## src/rtl/ram_backspace.sv

```systemverilog
// ram_backspace: cursor tracker for the keyboard-to-VGA text console.
//
// Holds the cursor row, the character count of the current row (num) and
// a per-row length memory. Backspace at column 0 can then step back to the
// end of the previous line. The front end forms the video address as
// row*COLS+num.
//
// Ports:
//   clk   in   processing clock; all state changes on the rising edge
//   rst   in   asynchronous, active-high reset
//   key   in   printable character written this cycle (level, sampled per clock)
//   back  in   Backspace command
//   enter in   Enter command
//   row   out  current cursor row, zero-extended to AW
//   num   out  characters in the current row (cursor column), zero-extended to AW
//   clear out  one-cycle pulse after the screen wraps; video memory must be cleared
//
// Commands are levels with no edge detection. A level held for N cycles
// executes N times. Priority is back > enter > key, and at most one command
// runs per cycle.

module ram_backspace #(
    parameter int COLS = 70,
    parameter int ROWS = 30,
    parameter int AW   = 12
) (
    input  logic          clk,
    input  logic          rst,
    input  logic          key,
    input  logic          back,
    input  logic          enter,
    output logic [AW-1:0] row,
    output logic [AW-1:0] num,
    output logic          clear
);

    localparam int ROW_W = $clog2(ROWS);
    localparam int NUM_W = $clog2(COLS + 1);

    localparam logic [NUM_W-1:0] COLS_N   = NUM_W'(COLS);
    localparam logic [ROW_W-1:0] LAST_ROW = ROW_W'(ROWS - 1);

    logic [ROW_W-1:0] row_q;
    logic [NUM_W-1:0] num_q;
    logic [NUM_W-1:0] len [ROWS];

    logic [ROW_W-1:0] row_next;
    logic [NUM_W-1:0] num_next;
    logic [ROW_W-1:0] prev_row;
    logic [NUM_W-1:0] len_val;
    logic             adv;
    logic             wrap;

    // Next-state decode. adv marks an "advance row" from enter or a key wrap.
    // wrap marks that same advance taken from the last row.
    always_comb begin
        row_next = row_q;
        num_next = num_q;
        prev_row = row_q - ROW_W'(1);
        len_val  = enter ? num_q : COLS_N;
        adv      = 1'b0;

        if (back) begin
            if (num_q != '0) begin
                num_next = num_q - NUM_W'(1);
            end else if (row_q != '0) begin
                row_next = prev_row;
                num_next = len[prev_row];
            end
        end else if (enter) begin
            adv      = 1'b1;
            num_next = '0;
        end else if (key) begin
            if (num_q == COLS_N) begin
                // The character lands in column 0 of the next row.
                adv      = 1'b1;
                num_next = NUM_W'(1);
            end else begin
                num_next = num_q + NUM_W'(1);
            end
        end

        wrap = adv && (row_q == LAST_ROW);
        if (adv) begin
            row_next = wrap ? '0 : row_q + ROW_W'(1);
        end
    end

    always_ff @(posedge clk or posedge rst) begin
        if (rst) begin
            row_q <= '0;
            num_q <= '0;
            clear <= 1'b0;
            for (int i = 0; i < ROWS; i++) begin
                len[i] <= '0;
            end
        end else begin
            row_q <= row_next;
            num_q <= num_next;
            clear <= wrap;
            // A wrap wipes the whole length table. This includes the entry
            // the advancing row would otherwise record.
            if (wrap) begin
                for (int i = 0; i < ROWS; i++) begin
                    len[i] <= '0;
                end
            end else if (adv) begin
                len[row_q] <= len_val;
            end
        end
    end

    assign row = {{(AW - ROW_W){1'b0}}, row_q};
    assign num = {{(AW - NUM_W){1'b0}}, num_q};

endmodule

```

## config.mk

```make
export PLATFORM = sky130hd
export DESIGN_NAME = ram_backspace
export DESIGN_NICKNAME = d
export VERILOG_FILES = /design/src/rtl/ram_backspace.sv
export SDC_FILE = /design/constraint.sdc
export NUM_CORES = 1
export LEC_CHECK = 0
export ABC_AREA = 1
export CAP_MARGIN = 30
export CORE_ASPECT_RATIO = 0.8
export CORE_MARGIN = 4
export CORE_UTILIZATION = 53
export DETAILED_ROUTE_END_ITERATION = 8
export PLACE_DENSITY_LB_ADDON = 0.12
export SLEW_MARGIN = 10
export SYNTH_ARGS = -nofsm -noshare
export SYNTH_HDL_FRONTEND = slang
export SYNTH_SLANG_ARGS = --single-unit
```

## constraint.sdc

```tcl
create_clock -name clk -period 10.48 [get_ports clk]
set_clock_uncertainty 0.2 [all_clocks]
set_input_delay 2.096 -clock clk [delete_from_list [all_inputs] [get_ports clk]]
set_output_delay 2.096 -clock clk [all_outputs]
set_load 0.1 [all_outputs]
```

==> summary.md, run 1 <==
| Metric | Value |
|---|---|
| Unrepaired setup endpoints after global routing | `false` |
| Share of layout cells above drive strength 1 | `0.0692` |
| DRT antenna net count | `0` |
| Hold Buf Count CTS | `0` |
| Final wirelength | `34.5 mm` |
| Via count | `10300` |
| Leak | `0.00610 µW` |
| Most common cell in the netlist | `nand2_1` |
| Status | `complete, no violations` |
| GRT Residual Overflow | `0` |
| Die Span X | `174 µm` |
| Placed Cells incl. Taps | `1761` |
| Crit path max fanout | `60` |
| Final worst setup slack | `5.53 ns` |
| DRC | `0` |
| Tot GR Track Use | `0.283` |
| Std-Cell Rows | `48` |
| Area contributors post-synth | `dfrtp_1, nand2_1, o21ai_0, inv_1, nand3_1` |
| Die Area | `24500 µm²` |
| CTS clk-pin slew, worst paths | `0.06 ns` |
| Post-synth top cells | `nand2_1, dfrtp_1, inv_1` |
| Share of the synthesized area in the top cell type | `0.477` |
| Final Max Slew Viols | `0` |
| Leading area contributor after synthesis | `dfrtp_1` |
| Clk Latency, worst-skew pair | `0.52 ns` |
| Crit. End Element | `flop` |
| Fillers | `2025` |
| Diodes inserted | `0` |
| Post_cts resized | `0` |
| Placement Setup Slack | `5.06 ns` |
| Initial DRT Pass Iterations | `6` |
| Port bufs | `17` |
| CTS sink count | `223` |
| Async S/R FF share, synth | `1.00` |
| Max Cap Viol | `0` |
| Final cycle utilization of the critical path | `0.472` |
| Final Critical Period | `4.95 ns` |
| Ys Warns | `0` |
| Register Area | `5580 µm²` |
| Slew @ Worst Pin | `0.978 ns` |
| Power, Total | `4580 µW` |
| Arr. time, crit path | `5.18 ns` |
| Area Overhead vs Synth | `10.3%` |
| Hold Vio Cnt, Final | `0` |
| Non-filler cells, final | `1806` |
| Setup Buffers After CTS | `0` |
| CTS tree | `built` |
| Final nets | `1529` |
| Cell area after synthesis | `11700 µm²` |
| First-pass GRT wire length | `55.1 mm` |
| Synthesized instance count | `1531` |
| CTS H-tree lvls | `1` |
| Post-synth top flop | `dfrtp_1` |
| Clock tree buffer depth | `3` |
| Chip height | `141 µm` |
| WS Path Type | `in -> reg` |
| Vias in the first global route | `9578` |
| Worst VDD drop | `0.000185 V` |
| Pin count of the biggest net entering global routing | `97` |
| Max Freq | `202 MHz` |
| Cell variety after synth | `36` |
| # setup viols final | `0` |
| Floorplan core area | `21600 µm²` |
| #FFs+latches synth | `223` |
| Starting Density | `0.541` |
| Via/cell ratio | `5.69` |
| CTS root buffer | `clkbuf_16` |
| PwrDens | `355 nW/µm²` |
| Hold Crit Class | `reg -> reg` |
| Setup TNS | `0 ns` |
| Worst endpoint required time | `10.72 ns` |
| Relative slew slack | `0.346` |
| Iteration-0 DRC Markers | `1223` |
| Share of synthesized area occupied by flip-flops and latches | `0.477` |
| Multi-input logic area | `4920 µm²` |
| CP Launch Type | `input port` |
| EDFF count, synth | `0` |
| Syn Area/Cell | `7.64 µm²` |
| Detailed placement HPWL | `22.3 mm` |
| Gpl congestion | `0.890` |
| Total CTS buffers | `24` |
| I/O Pins | `30` |
| WL/cell | `19.1 µm` |
| Initial antenna violation count | `0` |
==> flip-flops by register name, indices dropped and copies added (netlist names) <==
register / flops
clear: 1
row_q: 5
num_q: 7
len: 210
==> cells in the final DEF (no fill, tap or decap), types with 10 or more instances in the layout <==
cell,n
o22ai_1,33
nand3_1,147
clkbuf_16,25
dfrtp_1,222
a21oi_4,10
o211ai_1,36
conb_1,12
nand2_1,411
o21ai_1,25
a21oi_2,10
o21ai_0,174
inv_1,207
clkdlybuf4s50_1,17
buf_4,12
a21oi_1,40
nor2_1,58
==> per-stage QoR <==
stage	hold WS, ns	instance area (µm²)	utilization
floorplan	0.236	11700	-
global placement	0.249	11900	0.552
detailed placement	0.252	12000	0.557
CTS	0.269	12800	0.593
global route	0.292	12900	0.596
finish	0.266	12900	0.596
==> layout make-up <==
cell class / count / area share
Sequential cell: 223 / 0.433
Timing Repair Buffer: 36 / 0.0342
Clock buffer: 33 / 0.0532
Tap cell: 275 / 0.0267
Clock inverter: 9 / 0.00650
Multi-Input combinational cell: 1010 / 0.382
Inverter: 220 / 0.0648
==> power by group <==
part | switching (µW) | internal (µW)
clock | 351 | 482
combinational | 1630 | 671
sequential | 206 | 1240
==> worst paths after layout <==
| path | start | end | slack [ns] | depth (start not counted) |
|---|---|---|---|---|
| min in group asynchronous | rst | len[48] | 1.81 | 2 |
| setup reg to reg | row_q[0] | num_q[2] | 6.48 | 11 |
| hold / removal | len[6] | len[6] | 0.27 | 2 |
| setup / recovery | back | len[192] | 5.53 | 8 |
| hold reg to reg | len[6] | len[6] | 0.27 | 2 |
| max in group asynchronous | rst | row_q[0] | 6.91 | 5 |
==> cell families (layout without fill, tap and decap cells) <==
family / count (synthesis) / in the layout / synth area share
fa+ha+maj: 9 / 9 / 0.00963
buf+inv: 309 / 298 / 0.106
other cells: 1 / 12 / 0.000321
flops: 223 / 223 / 0.477
compound gates: 341 / 341 / 0.174
xor+xnor: 8 / 8 / 0.00599
simple gates: 640 / 640 / 0.227
==> worst max-delay path: stages <==
cell and delay, ns:
clkdlybuf4s50_1 0.65, inv_1 0.14, nand2_2 0.08, buf_4 0.66
inv_4 0.12, nand2_4 0.74, inv_1 0.40, a21oi_1 0.23
==> metal layers <==
metal	GRT usage	part of all wire
met5	0	0
met4	0.0866	0.029
met3	0.0485	0.092
met2	0.418	0.44
met1	0.429	0.44
Power figures use the tool's default switching activity.
==> inputs of run 2 (changes only) <==
==> constraint.sdc (replaced) <==
create_clock -name clk -period 4.4 [get_ports clk]
set_clock_uncertainty 0.2 [all_clocks]
set_input_delay 0.88 -clock clk [delete_from_list [all_inputs] [get_ports clk]]
set_output_delay 0.88 -clock clk [all_outputs]
set_load 0.1 [all_outputs]
==> run 2 against run 1 <==
  * Routed wire length up 0.72%
  * Critical path type is now reg -> out
  * Clock power up 140%
  * Sequential cell count unchanged
  * Register-to-register slack worse by 5.4 ns
  * Hold slack worse by 0.0022 ns
  * Global-route usage up 0.21 points
  * Setup slack worse by 4.7 ns
  * Die area unchanged
  * Highest routed layer unchanged
  * Critical endpoint is now row[2]
  * Sequential share of layout area down 0.088 points
  * First-iteration DRC count down 13%
  * Cell count up 0.66%
  * Combinational power up 140%
==> summary.md, run 2 (synthesis results as in run 1) <==
| Metric | Value |
|---|---|
| Status | `complete, no violations` |
| CTS root buffer | `clkbuf_16` |
| Top delay family on crit path | `buffers and inverters` |
| Clock tree buffer depth | `3` |
| CP Launch Type | `flop` |
| PwrDens | `852 nW/µm²` |
| Final wirelength | `34.8 mm` |
| Biggest register | `len` |
| Final Cell Area | `12900 µm²` |
| Worst endpoint required time | `3.32 ns` |
| Slew @ Worst Pin | `1.00 ns` |
| Relative slew slack | `0.331` |
| Crit path from | `row_q[2]` |
| Post_cts resized | `0` |
| Crit path max fanout | `12` |
| Std-Cell Rows | `48` |
| Power, Total | `11000 µW` |
| Final cycle utilization of the critical path | `0.813` |
| WS Path Type | `reg -> out` |
| Met1 Routed Length | `15.5 mm` |
| Hold Buf Count CTS | `0` |
| Total CTS buffers | `24` |
| Multi-input logic area | `4920 µm²` |
| First-pass GRT wire length | `55.6 mm` |
| Max Freq | `280 MHz` |
| Die Span X | `174 µm` |
| Area after DPL | `12100 µm²` |
| Final Critical Period | `3.58 ns` |
| Port bufs | `17` |
| DRC | `0` |
| Diodes inserted | `0` |
| DRT antenna net count | `0` |
| Leak | `0.00615 µW` |
| Clk Latency, worst-skew pair | `0.53 ns` |
| CTS H-tree lvls | `1` |
| Vias in the first global route | `9708` |
| Met2 wire length | `15.0 mm` |
| Detail Route met3 WL | `3.06 mm` |
| # setup viols final | `0` |
| WL/cell | `19.1 µm` |
| Initial DRT Pass Iterations | `6` |
| FF-to-FF Start | `row_q[0]` |
| Worst VDD drop | `0.000473 V` |
| Starting Density | `0.541` |
| Share of layout cells above drive strength 1 | `0.0791` |
| R2R Setup Slk | `1.11 ns` |
| Uppermost layer routed | `met4` |
| Tot GR Track Use | `0.285` |
| Worst setup path end | `row[2]` |
| Final Max Slew Viols | `0` |
| R2r worst-path depth | `8` |
| Iteration-0 DRC Markers | `1065` |
| Register Area | `5580 µm²` |
| Max reg flops | `210` |
| Via/cell ratio | `5.68` |
| Fillers | `2040` |
| CTS tree | `built` |
| Hold Vio Cnt, Final | `0` |
| Commonest non-fill, non-tap cell in the layout | `nand2_1` |
| Floorplan core area | `21600 µm²` |
| Commonest cells after routing, fill and taps aside | `nand2_1, dfrtp_1, inv_1, o21ai_0, nand3_1` |
| Gpl congestion | `0.929` |
| Area Overhead vs Synth | `10.5%` |
| GRT Residual Overflow | `0` |
| Unrepaired setup endpoints after global routing | `false` |
| Hold Crit Class | `reg -> reg` |
| Arr. time, crit path | `2.50 ns` |
| Max Cap Viol | `0` |
| R2r endpoint | `row_q[4]` |
| Final nets | `1541` |
| Die Area | `24500 µm²` |
| Fin util | `0.598` |
| Setup TNS | `0 ns` |
| Crit path buf inv count | `1` |
| Worst path cell trace | `clkdlybuf4s50_1` |
| Detailed placement HPWL | `23.3 mm` |
| CP max-delay cell | `clkdlybuf4s50_1` |
| Slowest stage delay, CP | `1.25 ns` |
| CP Depth | `1` |
| Largest regs | `len x210, num_q x7, row_q x5` |
| Initial antenna violation count | `0` |
| Pin count of the biggest net entering global routing | `103` |
| CTS clk-pin slew, worst paths | `0.06 ns` |
| CTS sink count | `223` |
| Via count | `10300` |
| Crit. End Element | `output port` |
| Setup Buffers After CTS | `0` |
| I/O Pins | `30` |
| Chip height | `141 µm` |
==> run 2: cell count changes in the layout (fill, tap and decap cells not counted), sizes merged <==
cell / change
inv: -1
clkbuf: +3
clkinvlp: -2
bufinv: -1
buf: +13
clkinv: +1
clkdlybuf4s50: -1
==> run 2: layer usage <==
layer  track usage  vias to the layer above
li1              -                     4892
met5             0                        -
met4        0.0866                        0
met2         0.421                      442
met1         0.425                     4924
met3        0.0614                       75
==> run 2: how the worst min path moves through the flow <==
| stage | slack [ns] | from | endpoint | cells after the start |
|---|---|---|---|---|
| 6_report | 0.26 | len[3] | len[3] | 2 |
| 5_1_grt | 0.30 | len[0] | len[0] | 2 |
| 4_1_cts | 0.27 | len[2] | len[2] | 2 |
| 3_5_place_dp | 0.25 | len[2] | len[2] | 2 |
| 3_3_place_gp | 0.25 | len[0] | len[0] | 2 |
| 2_1_floorplan | 0.24 | len[0] | len[0] | 2 |
==> run 2: layout make-up <==
type / count / share of cell area
Sequential cell: 223 / 0.432
Tap cell: 275 / 0.0266
Multi-Input combinational cell: 1010 / 0.381
Clock buffer: 36 / 0.0586
Clock inverter: 6 / 0.00252
Inverter: 220 / 0.0644
Timing Repair Buffer: 48 / 0.0349
==> run 2: through the flow <==
step / std cells / hold WS, ns / worst slack, ns
CTS: 1818 / 0.268 / 0.867
global route: 1818 / 0.304 / 0.819
global placement: 1776 / 0.249 / 1.04
floorplan: 1542 / 0.236 / 0.410
finish: 1818 / 0.264 / 0.825
detailed placement: 1776 / 0.253 / 0.959
==> run 2: worst min-delay path, stage by stage (launching register included) <==
cell and delay (ns):
dfrtp_1 0.34, nand2_1 0.05, inv_1 0.04
==> run 2: where the power goes <==
| part | leakage (µW) | total (µW) | switching (µW) | internal [µW] |
|---|---|---|---|---|
| sequential | 0.00266 | 3430 | 478 | 2950 |
| clock | 0.000395 | 2010 | 831 | 1180 |
| combinational | 0.00310 | 5570 | 3940 | 1630 |
| total | 0.00615 | 11000 | 5250 | 5760 |
